File: config.mk
export PLATFORM = sky130hd
export DESIGN_NAME = game_phase_sequencer_flat
export DESIGN_NICKNAME = d
export VERILOG_FILES = /design/src/rtl/game_phase_sequencer_if.sv /design/src/rtl/game_phase_sequencer.sv /design/src/flat_wrapper.sv
export SDC_FILE = /design/constraint.sdc
export NUM_CORES = 1
export LEC_CHECK = 0
export ABC_AREA = 0
export CAP_MARGIN = 15
export CORE_MARGIN = 2
export CORE_UTILIZATION = 46
export CTS_BUF_LIST = sky130_fd_sc_hd__clkbuf_4
export CTS_CLUSTER_DIAMETER = 100
export DETAILED_ROUTE_END_ITERATION = 10
export PLACE_DENSITY = 0.82
export SLEW_MARGIN = 0
export SYNTH_ARGS = -nofsm -noshare
export SYNTH_HDL_FRONTEND = slang
export SYNTH_SLANG_ARGS = --single-unit
File: constraint.sdc
create_clock -name clk -period 2.78 [get_ports clk]
set_clock_uncertainty 0.1 [all_clocks]
set_input_delay 0.556 -clock clk [delete_from_list [all_inputs] [get_ports clk]]
set_output_delay 0.556 -clock clk [all_outputs]
set_load 0.05 [all_outputs]
File: src/rtl/game_phase_sequencer_if.sv
// game_phase_sequencer_if: phase-block handshake and video bus for the phase sequencer
interface game_phase_sequencer_if #(
  parameter int NUM_PHASES = 3,
  parameter int PIX_W      = 12,
  parameter int MAX_ROUNDS = 8
);
  localparam int PH_W  = (NUM_PHASES > 2) ? $clog2(NUM_PHASES) : 1;
  localparam int RND_W = $clog2(MAX_ROUNDS + 1);
  logic [NUM_PHASES-1:0]       phase_done_in;
  logic [NUM_PHASES*PIX_W-1:0] phase_pixels_in;
  logic                        game_over_in;
  logic [PH_W-1:0]             phase_out;
  logic                        phase_start_out;
  logic [RND_W-1:0]            round_out;
  logic                        round_rst_out;
  logic                        in_over_out;
  logic [PIX_W-1:0]            pixel_out;
  modport master (
    input  phase_done_in, phase_pixels_in, game_over_in,
    output phase_out, phase_start_out, round_out, round_rst_out, in_over_out, pixel_out
  );
  modport slave (
    output phase_done_in, phase_pixels_in, game_over_in,
    input  phase_out, phase_start_out, round_out, round_rst_out, in_over_out, pixel_out
  );
endinterface

File: src/rtl/game_phase_sequencer.sv
// game_phase_sequencer: advances menu/gameplay phases on done edges, counts rounds, holds game-over
module game_phase_sequencer #(
  parameter int                NUM_PHASES  = 3,
  parameter int                PIX_W       = 12,
  parameter int                MAX_ROUNDS  = 8,
  parameter int                OVER_CYCLES = 1024,
  parameter logic [PIX_W-1:0]  OVER_COLOR  = 12'hF00
) (
  input logic                   clk,
  input logic                   rst,
  game_phase_sequencer_if.master bus
);
  localparam int PH_W  = (NUM_PHASES > 2) ? $clog2(NUM_PHASES) : 1;
  localparam int RND_W = $clog2(MAX_ROUNDS + 1);
  localparam int CNT_W = (OVER_CYCLES > 2) ? $clog2(OVER_CYCLES) : 1;
  typedef enum logic [1:0] {S_RUN, S_HANDOFF, S_OVER} state_t;
  state_t                state_q;
  logic [PH_W-1:0]       phase_q, phase_d;
  logic [RND_W-1:0]      round_q, round_d;
  logic [NUM_PHASES-1:0] done_q, edg;
  logic [CNT_W-1:0]      cnt_q;
  logic [PIX_W-1:0]      pix_q;
  logic                  last, adv, lose;
  always_comb begin
    edg     = bus.phase_done_in & ~done_q;
    adv     = edg[phase_q];
    last    = phase_q == PH_W'(NUM_PHASES - 1);
    lose    = bus.game_over_in && phase_q != '0;
    phase_d = last ? PH_W'(1) : phase_q + 1'b1;
    round_d = last ? round_q + 1'b1 : round_q;
  end
  always_ff @(posedge clk) begin
    if (rst) begin
      state_q <= S_RUN;
      phase_q <= '0;
      round_q <= '0;
      done_q  <= '0;
      cnt_q   <= '0;
      pix_q   <= '0;
    end else begin
      done_q <= bus.phase_done_in;
      pix_q  <= (state_q == S_OVER) ? OVER_COLOR : bus.phase_pixels_in[phase_q*PIX_W +: PIX_W];
      case (state_q)
        S_RUN: begin
          if (lose || (adv && round_d == RND_W'(MAX_ROUNDS))) begin
            state_q <= S_OVER;
            cnt_q   <= CNT_W'(OVER_CYCLES - 1);
            if (!lose) round_q <= round_d;
          end else if (adv) begin
            state_q <= S_HANDOFF;
            phase_q <= phase_d;
            round_q <= round_d;
          end
        end
        S_HANDOFF: state_q <= S_RUN;
        default: begin
          cnt_q <= cnt_q - 1'b1;
          if (cnt_q == '0) begin
            state_q <= S_RUN;
            phase_q <= '0;
            round_q <= '0;
            done_q  <= '0;
            cnt_q   <= '0;
          end
        end
      endcase
    end
  end
  assign bus.phase_out       = phase_q;
  assign bus.round_out       = round_q;
  assign bus.phase_start_out = state_q == S_HANDOFF;
  assign bus.in_over_out     = state_q == S_OVER;
  assign bus.round_rst_out   = state_q == S_OVER && cnt_q == '0;
  assign bus.pixel_out       = pix_q;
endmodule

File: src/flat_wrapper.sv
// flat-port wrapper written by rule: the top's interface ports become plain ports
module game_phase_sequencer_flat 
#(
  parameter int                NUM_PHASES  = 3,
  parameter int                PIX_W       = 12,
  parameter int                MAX_ROUNDS  = 8,
  parameter int                OVER_CYCLES = 1024,
  parameter logic [PIX_W-1:0]  OVER_COLOR  = 12'hF00
)
  (clk, rst, bus_phase_done_in, bus_phase_pixels_in, bus_game_over_in, bus_phase_out, bus_phase_start_out, bus_round_out, bus_round_rst_out, bus_in_over_out, bus_pixel_out);
  game_phase_sequencer_if #(.NUM_PHASES(NUM_PHASES), .PIX_W(PIX_W), .MAX_ROUNDS(MAX_ROUNDS)) bus_i ();
  input logic clk;
  input logic rst;
  input wire logic [$bits(bus_i.phase_done_in)-1:0] bus_phase_done_in;
  input wire logic [$bits(bus_i.phase_pixels_in)-1:0] bus_phase_pixels_in;
  input wire logic [$bits(bus_i.game_over_in)-1:0] bus_game_over_in;
  output wire logic [$bits(bus_i.phase_out)-1:0] bus_phase_out;
  output wire logic [$bits(bus_i.phase_start_out)-1:0] bus_phase_start_out;
  output wire logic [$bits(bus_i.round_out)-1:0] bus_round_out;
  output wire logic [$bits(bus_i.round_rst_out)-1:0] bus_round_rst_out;
  output wire logic [$bits(bus_i.in_over_out)-1:0] bus_in_over_out;
  output wire logic [$bits(bus_i.pixel_out)-1:0] bus_pixel_out;
  assign bus_i.phase_done_in = bus_phase_done_in;
  assign bus_i.phase_pixels_in = bus_phase_pixels_in;
  assign bus_i.game_over_in = bus_game_over_in;
  assign bus_phase_out = bus_i.phase_out;
  assign bus_phase_start_out = bus_i.phase_start_out;
  assign bus_round_out = bus_i.round_out;
  assign bus_round_rst_out = bus_i.round_rst_out;
  assign bus_in_over_out = bus_i.in_over_out;
  assign bus_pixel_out = bus_i.pixel_out;
  game_phase_sequencer #(.NUM_PHASES(NUM_PHASES), .PIX_W(PIX_W), .MAX_ROUNDS(MAX_ROUNDS), .OVER_CYCLES(OVER_CYCLES), .OVER_COLOR(OVER_COLOR)) u_core (.clk(clk), .rst(rst), .bus(bus_i));
endmodule
==> results of run 1 <==
[metal layers]
layer  global-route usage, %  vias up  share of wire [%]  wire length, um
met5                       0        -                  0                0
met4                    5.36        0                1.1               44
met3                    9.03        5                8.6              347
met2                    34.5       54                 47             1910
met1                    24.2      731                 43             1730
li1                        -      853                  -                -
[cell type report]
| class | count | area, um2 | share of cell area, % |
|---|---|---|---|
| Tap cell | 48 | 60.1 | 2.41 |
| Clock inverter | 1 | 3.75 | 0.151 |
| Inverter | 12 | 45.0 | 1.81 |
| Multi-Input combinational cell | 148 | 1000 | 40.2 |
| Clock buffer | 6 | 45.0 | 1.81 |
| Timing Repair Buffer | 70 | 676 | 27.1 |
| Sequential cell | 33 | 661 | 26.5 |
[Yosys cell counts, drive strengths merged, types with 2 or more instances]
master / instances
a21oi: 25
clkbuf: 7
nor2: 31
mux2i: 14
nor4: 2
a221oi: 5
xnor2: 6
nand2b: 3
dfxtp: 33
a31oi: 5
nand4: 4
ha: 2
nor3: 10
buf: 6
and2: 3
inv: 12
nand3: 4
o21ai: 6
a211oi: 2
nand2: 8
[cells by family (layout without fill, tap and decap cells)]
kind of cell,after synthesis,in the layout,synth area share [%]
flops,33,33,37.3
simple gates,76,76,22.7
compound gates,49,49,19.6
fa+ha+maj,2,2,1.41
buf+inv,25,89,6.50
mux,14,14,7.91
xor+xnor,7,7,4.52
[registers in the layout, summed over array words and instances (netlist names)]
signal	cells
u_core.bus.phase_out	2
u_core.bus.pixel_out	12
u_core.bus.round_out	4
u_core.cnt_q	10
u_core.done_q	3
u_core.state_q	2
[how the worst max path moves through the flow]
stage / to / depth (start not counted) / from
finish: bus_in_over_out / 4 / u_core.state_q[0]
global route: bus_in_over_out / 4 / u_core.state_q[0]
CTS: bus_in_over_out / 4 / u_core.state_q[0]
detailed placement: u_core.cnt_q[8] / 7 / bus_phase_done_in[1]
global placement: u_core.cnt_q[8] / 7 / bus_phase_done_in[1]
floorplan: bus_round_rst_out / 3 / u_core.cnt_q[2]
[cells in the final DEF (no fill, tap or decap), drive strengths merged, types with 2 or more instances in the layout]
master	instances
a21oi	25
a221oi	5
o21ai	6
clkdlybuf4s50	60
nor3	10
a31oi	5
nor4	2
nor2	31
nand2	8
a211oi	2
mux2i	14
nand3	4
inv	12
and2	3
clkbuf	6
xnor2	6
nand4	4
buf	10
dfxtp	33
ha	2
nand2b	3
[power breakdown]
group	internal (mW)	leakage, nW	total, mW	switching [mW]
Combinational	0.709	0.665	1.70	0.988
Sequential	0.625	0.272	0.744	0.119
Clock	0.101	0.0292	0.250	0.148
[critical path, cell delays in order (launching register included)]
cell and delay (ns):
dfxtp_1 0.38, inv_1 0.15, nand2_1 0.19, inv_1 0.09, clkdlybuf4s50_1 0.81
[through the flow]
step           setup slack (ns)  util (%)
2_1_floorplan             0.324         -
3_3_place_gp              0.199      66.2
3_5_place_dp              0.156      66.2
4_1_cts                   0.159      67.6
5_1_grt                  0.0361      67.6
6_report                  0.164      67.6
==> load_flow_metrics.sql, run 1 <==
INSERT INTO impl_metrics (metric_group, metric, value, unit) VALUES
('worst_hold_path', 'min-delay-start', 'u_core.cnt_q[7]', ''),
('clock_network', 'tritoncts_clock_tree', 'done', ''),
('clock_network', 'holdBufCountCts', '0', ''),
('critical_path', 'worst_ep_required_time', '2.12', 'ns'),
('synthesis', 'synth_cell_type_count', '45', ''),
('critical_path', 'rrSetupSlack', '0.54', 'ns'),
('floorplan', 'dieHeight', '66.1', 'um'),
('floorplan', 'num_rows', '22', ''),
('route', 'viasPerCell', '5.17', ''),
('timing', 'unrepaired_setup_endpoints_after_global_routing', 'no', ''),
('critical_path', 'start_kind', 'flop', ''),
('clock_network', 'clock_latency', '0.33', 'ns'),
('clock_network', 'cts.clk_slew.worst_paths', '0.10', 'ns'),
('critical_path', 'r2r_start', 'u_core.bus.phase_out[1]', ''),
('worst_hold_path', 'worstHoldPathCells', '2', ''),
('floorplan', 'initial_utilization', '48.0', '%'),
('clock_network', 'htree_num_levels', '2', ''),
('critical_path', 'number_of_cells_on_the_worst_reg_to_reg_path', '6', ''),
('floorplan', 'x_dimension_of_the_die', '66.1', 'um'),
('route', 'drtAntennaViolNets', '0', ''),
('synthesis', 'synth.area.top_cells', 'dfxtp_1 37%, mux2i_1 7.9%, a21oi_1 7.1%, nor2_1 6.6%, nor3_1 2.8%', ''),
('timing', 'final_period_minus_worst_setup_slack', '2.62', 'ns'),
('synthesis', 'async_reset_ff_share', '0', '%'),
('grt', 'grt.total_usage', '20.7', '%'),
('synthesis', 'ys_seq_area_share', '37.3', '%'),
('timing', 'tns', '0', 'ns'),
('timing', 'worst_pin_slew', '0.527', 'ns'),
('route', 'num_vias', '1643', ''),
('route', 'drt_iter0_drc', '73', ''),
('critical_path', 'crit_arrival', '1.96', 'ns'),
('grt', 'antenna_violations_before_repair', '0', ''),
('worst_hold_path', 'worst_hold_path.endpoint', 'u_core.cnt_q[7]', ''),
('run', 'maxCapViolations', '0', ''),
('grt', 'grt_remaining_overflow', '0', ''),
('clock_network', 'clk_path_buf_depth', '2', ''),
('timing', 'drv_slew', '0', ''),
('finish', 'share_of_layout_cells_above_drive_strength_1', '10.0', '%'),
('finish', 'finish.cell_count_without_fillers', '318', ''),
('timing', 'max_slew_headroom', '64.7', '%'),
('clock_network', 'cts.repair.resized', '0', ''),
('finish', 'num_antenna_cells', '0', ''),
('route', 'wirelength', '4030', 'um'),
('place', 'dpl.cell_count', '311', ''),
('timing', 'fin_crit_sh', '94.1', '%'),
('grt', 'number_of_global_route_vias_before_repair', '1574', ''),
('floorplan', 'io_pins', '63', ''),
('synthesis', 'yosysWarningCount', '0', ''),
('place', 'placed_area', '2440', 'um2'),
('finish', 'design.final.nets', '314', ''),
('clock_network', 'cts_num_sinks', '33', ''),
('route', 'detailedRoute.firstPassIterationCount', '4', ''),
('finish', 'fill_cells', '319', ''),
('floorplan', 'die_area', '4360', 'um2'),
('critical_path', 'critical_path_start_end_classification', 'flop to output pin', ''),
('synthesis', 'synth_largest_area_cell', 'dfxtp_1', ''),
('floorplan', 'core', '3690', 'um2'),
('pwr', 'power_density', '1080', 'nW/um2'),
('clock_network', 'post_cts.repair.setup_buffers', '0', ''),
('finish', 'post-route-cell-area', '2490', 'um2'),
('grt', 'grt_max_degree', '15', ''),
('critical_path', 'rr_endpoint', 'u_core.cnt_q[8]', ''),
('synthesis', 'synthFlopType', 'dfxtp_1', ''),
('worst_hold_path', 'hp-class', 'flop to flop', ''),
('pwr', 'power.leakage', '0.966', 'nW'),
('timing', 'final-hold-violation-count', '0', ''),
('route', 'drc', '0', ''),
('finish', 'area.growth.synth_to_final', '40.7', '%'),
('timing', 'setup_viol_count_final', '0', ''),
('synthesis', 'yosys.area.top_type_share', '37.3', '%'),
('synthesis', 'postSynthNetCount', '250', ''),
('status', 'run_status', 'finished clean', '');
No activity file was read; power rests on OpenSTA's default activity.
==> inputs of run 2 (changes only) <==
==> constraint.sdc (replaced) <==
create_clock -name clk -period 2.8 [get_ports clk]
set_clock_uncertainty 0.1 [all_clocks]
set_input_delay 0.56 -clock clk [delete_from_list [all_inputs] [get_ports clk]]
set_output_delay 0.56 -clock clk [all_outputs]
set_load 0.05 [all_outputs]
==> load_flow_metrics.sql, run 2 (synthesized netlist as in run 1, its figures left out) <==
INSERT INTO impl_metrics (metric_group, metric, value, unit) VALUES
('route', 'wirelength', '4050', 'um'),
('clock_network', 'clk_path_buf_depth', '2', ''),
('timing', 'max_slew_headroom', '65.0', '%'),
('finish', 'num_antenna_cells', '0', ''),
('worst_hold_path', 'hp-class', 'flop to flop', ''),
('clock_network', 'root_buffer', 'clkbuf_4', ''),
('critical_path', 'critical_path_buf_inv_count', '3', ''),
('finish', 'final-seq-area', '661', 'um2'),
('critical_path', 'start_kind', 'flop', ''),
('clock_network', 'htree_num_levels', '2', ''),
('floorplan', 'num_rows', '22', ''),
('finish', 'final_cell_mix', '60 x clkdlybuf4s50_1, 33 x dfxtp_1, 31 x nor2_1', ''),
('route', 'viasPerCell', '5.15', ''),
('timing', 'setup_viol_count_final', '0', ''),
('finish', 'design.final.nets', '314', ''),
('critical_path', 'timing.critical_path.slowest_cell_delay', '0.81', 'ns'),
('clock_network', 'clock_latency', '0.32', 'ns'),
('critical_path', 'crit_arrival', '1.96', 'ns'),
('grt', 'antenna_violations_before_repair', '0', ''),
('grt', 'grt_remaining_overflow', '0', ''),
('timing', 'fin_crit_sh', '93.6', '%'),
('critical_path', 'cells_traversed_along_the_worst_timing_path', 'inv_1 -> nand2_1 -> inv_1 -> clkdlybuf4s50_1', ''),
('pwr', 'vdd_drop_max', '434', 'uV'),
('finish', 'area_taken_by_multi_input_logic_gates', '1000', 'um2'),
('pwr', 'post-layout-total-power', '2.67', 'mW'),
('timing', 'final_period_minus_worst_setup_slack', '2.62', 'ns'),
('status', 'run_status', 'finished clean', ''),
('route', 'drc', '0', ''),
('place', 'hpwlAfterDp', '3250', 'um'),
('timing', 'max_freq', '382', 'MHz'),
('critical_path', 'worst_path_max_delay_cell', 'clkdlybuf4s50_1', ''),
('timing', 'final-hold-violation-count', '0', ''),
('pwr', 'power.leakage', '0.966', 'nW'),
('timing', 'drv_slew', '0', ''),
('grt', 'wire_length_of_the_first_global_routing_pass', '6820', 'um'),
('critical_path', 'worst_ep_required_time', '2.14', 'ns'),
('route', 'num_vias', '1639', ''),
('floorplan', 'x_dimension_of_the_die', '66.1', 'um'),
('worst_hold_path', 'min-delay-start', 'u_core.cnt_q[7]', ''),
('finish', 'area.growth.synth_to_final', '40.7', '%'),
('critical_path', 'largest_delay_share_family_worst_path', 'buffers and inverters', ''),
('route', 'drt_iter0_drc', '60', ''),
('floorplan', 'core', '3690', 'um2'),
('finish', 'commonest_non_fill_non_tap_cell_in_the_layout', 'clkdlybuf4s50_1', ''),
('grt', 'number_of_global_route_vias_before_repair', '1593', ''),
('route', 'detailedRoute.firstPassIterationCount', '4', ''),
('timing', 'unrepaired_setup_endpoints_after_global_routing', 'no', ''),
('floorplan', 'initial_utilization', '48.0', '%'),
('timing', 'worst_pin_slew', '0.524', 'ns'),
('clock_network', 'cts.clk_slew.worst_paths', '0.09', 'ns'),
('clock_network', 'post_cts.repair.setup_buffers', '0', ''),
('critical_path', 'critical_path_start_end_classification', 'flop to output pin', ''),
('clock_network', 'cts.repair.resized', '0', ''),
('grt', 'grt_max_degree', '15', ''),
('floorplan', 'io_pins', '63', ''),
('timing', 'final.hold.worst_slack', '0.410', 'ns'),
('critical_path', 'crit_path_frequent_cell', 'inv_1', ''),
('clock_network', 'numCtsBuffers', '5', ''),
('finish', 'largest_register_ff_count', '12', ''),
('critical_path', 'critical_path.max_fanout', '7', ''),
('place', 'port_buffers', '62', ''),
('timing', 'tns', '0', 'ns'),
('finish', 'post-route-cell-area', '2490', 'um2'),
('critical_path', 'endpoint_kind', 'output pin', ''),
('floorplan', 'dieHeight', '66.1', 'um'),
('clock_network', 'cts_num_sinks', '33', ''),
('place', 'placed_area', '2440', 'um2'),
('place', 'place_congestion', '0.809', ''),
('pwr', 'power_density', '1070', 'nW/um2'),
('route', 'wire_per_inst', '12.7', 'um'),
('run', 'maxCapViolations', '0', ''),
('route', 'drtAntennaViolNets', '0', ''),
('clock_network', 'holdBufCountCts', '0', ''),
('critical_path', 'r2r_start', 'u_core.bus.phase_out[1]', ''),
('clock_network', 'tritoncts_clock_tree', 'done', ''),
('finish', 'share_of_layout_cells_above_drive_strength_1', '10.0', '%'),
('finish', 'fill_cells', '313', ''),
('floorplan', 'die_area', '4360', 'um2'),
('critical_path', 'critPathLaunch', 'u_core.state_q[0]', ''),
('grt', 'grt.total_usage', '20.3', '%');
run 2: cell counts in the layout (fill, tap and decap cells not counted):
No cell type changed its count.
run 2: final timing paths:
path                     endpoint  slack, ns  cells past startpoint
setup reg to reg  u_core.cnt_q[8]       0.56                      6
setup / recovery  bus_in_over_out       0.18                      4
hold reg to reg   u_core.cnt_q[7]       0.41                      2
hold / removal    u_core.cnt_q[7]       0.41                      2
run 2: per-layer routing:
metal | global-route usage, % | vias up | wire length, um
met1 | 23.6 | 728 | 1740
met4 | 5.61 | 0 | 44
met5 | 0 | - | 0
met2 | 34.1 | 58 | 1920
li1 | - | 848 | -
met3 | 8.69 | 5 | 345
run 2: tightest hold or removal path, stage by stage (launching register included):
cell and delay, ns:
dfxtp_1 0.34, inv_1 0.06, a221oi_1 0.06
run 2: final cells by class:
type | count | area share (%)
clock buffer | 6 | 1.81
multi-input combinational | 148 | 40.2
sequential | 33 | 26.5
inverter | 12 | 1.81
tap | 48 | 2.41
clock inverter | 1 | 0.151
timing repair buffer | 70 | 27.1
run 2: power breakdown:
part	internal (mW)	leakage, nW	switching (mW)
clock network	0.101	0.0292	0.144
logic	0.704	0.665	0.977
registers	0.621	0.272	0.121
total	1.43	0.966	1.24
run 2: per-stage QoR:
step,setup slack (ns),std cells,util [%]
finish,0.179,318,67.6
global route,0.0516,318,67.6
CTS,0.166,318,67.6
detailed placement,0.171,311,66.2
global placement,0.215,311,66.2
floorplan,0.340,206,-
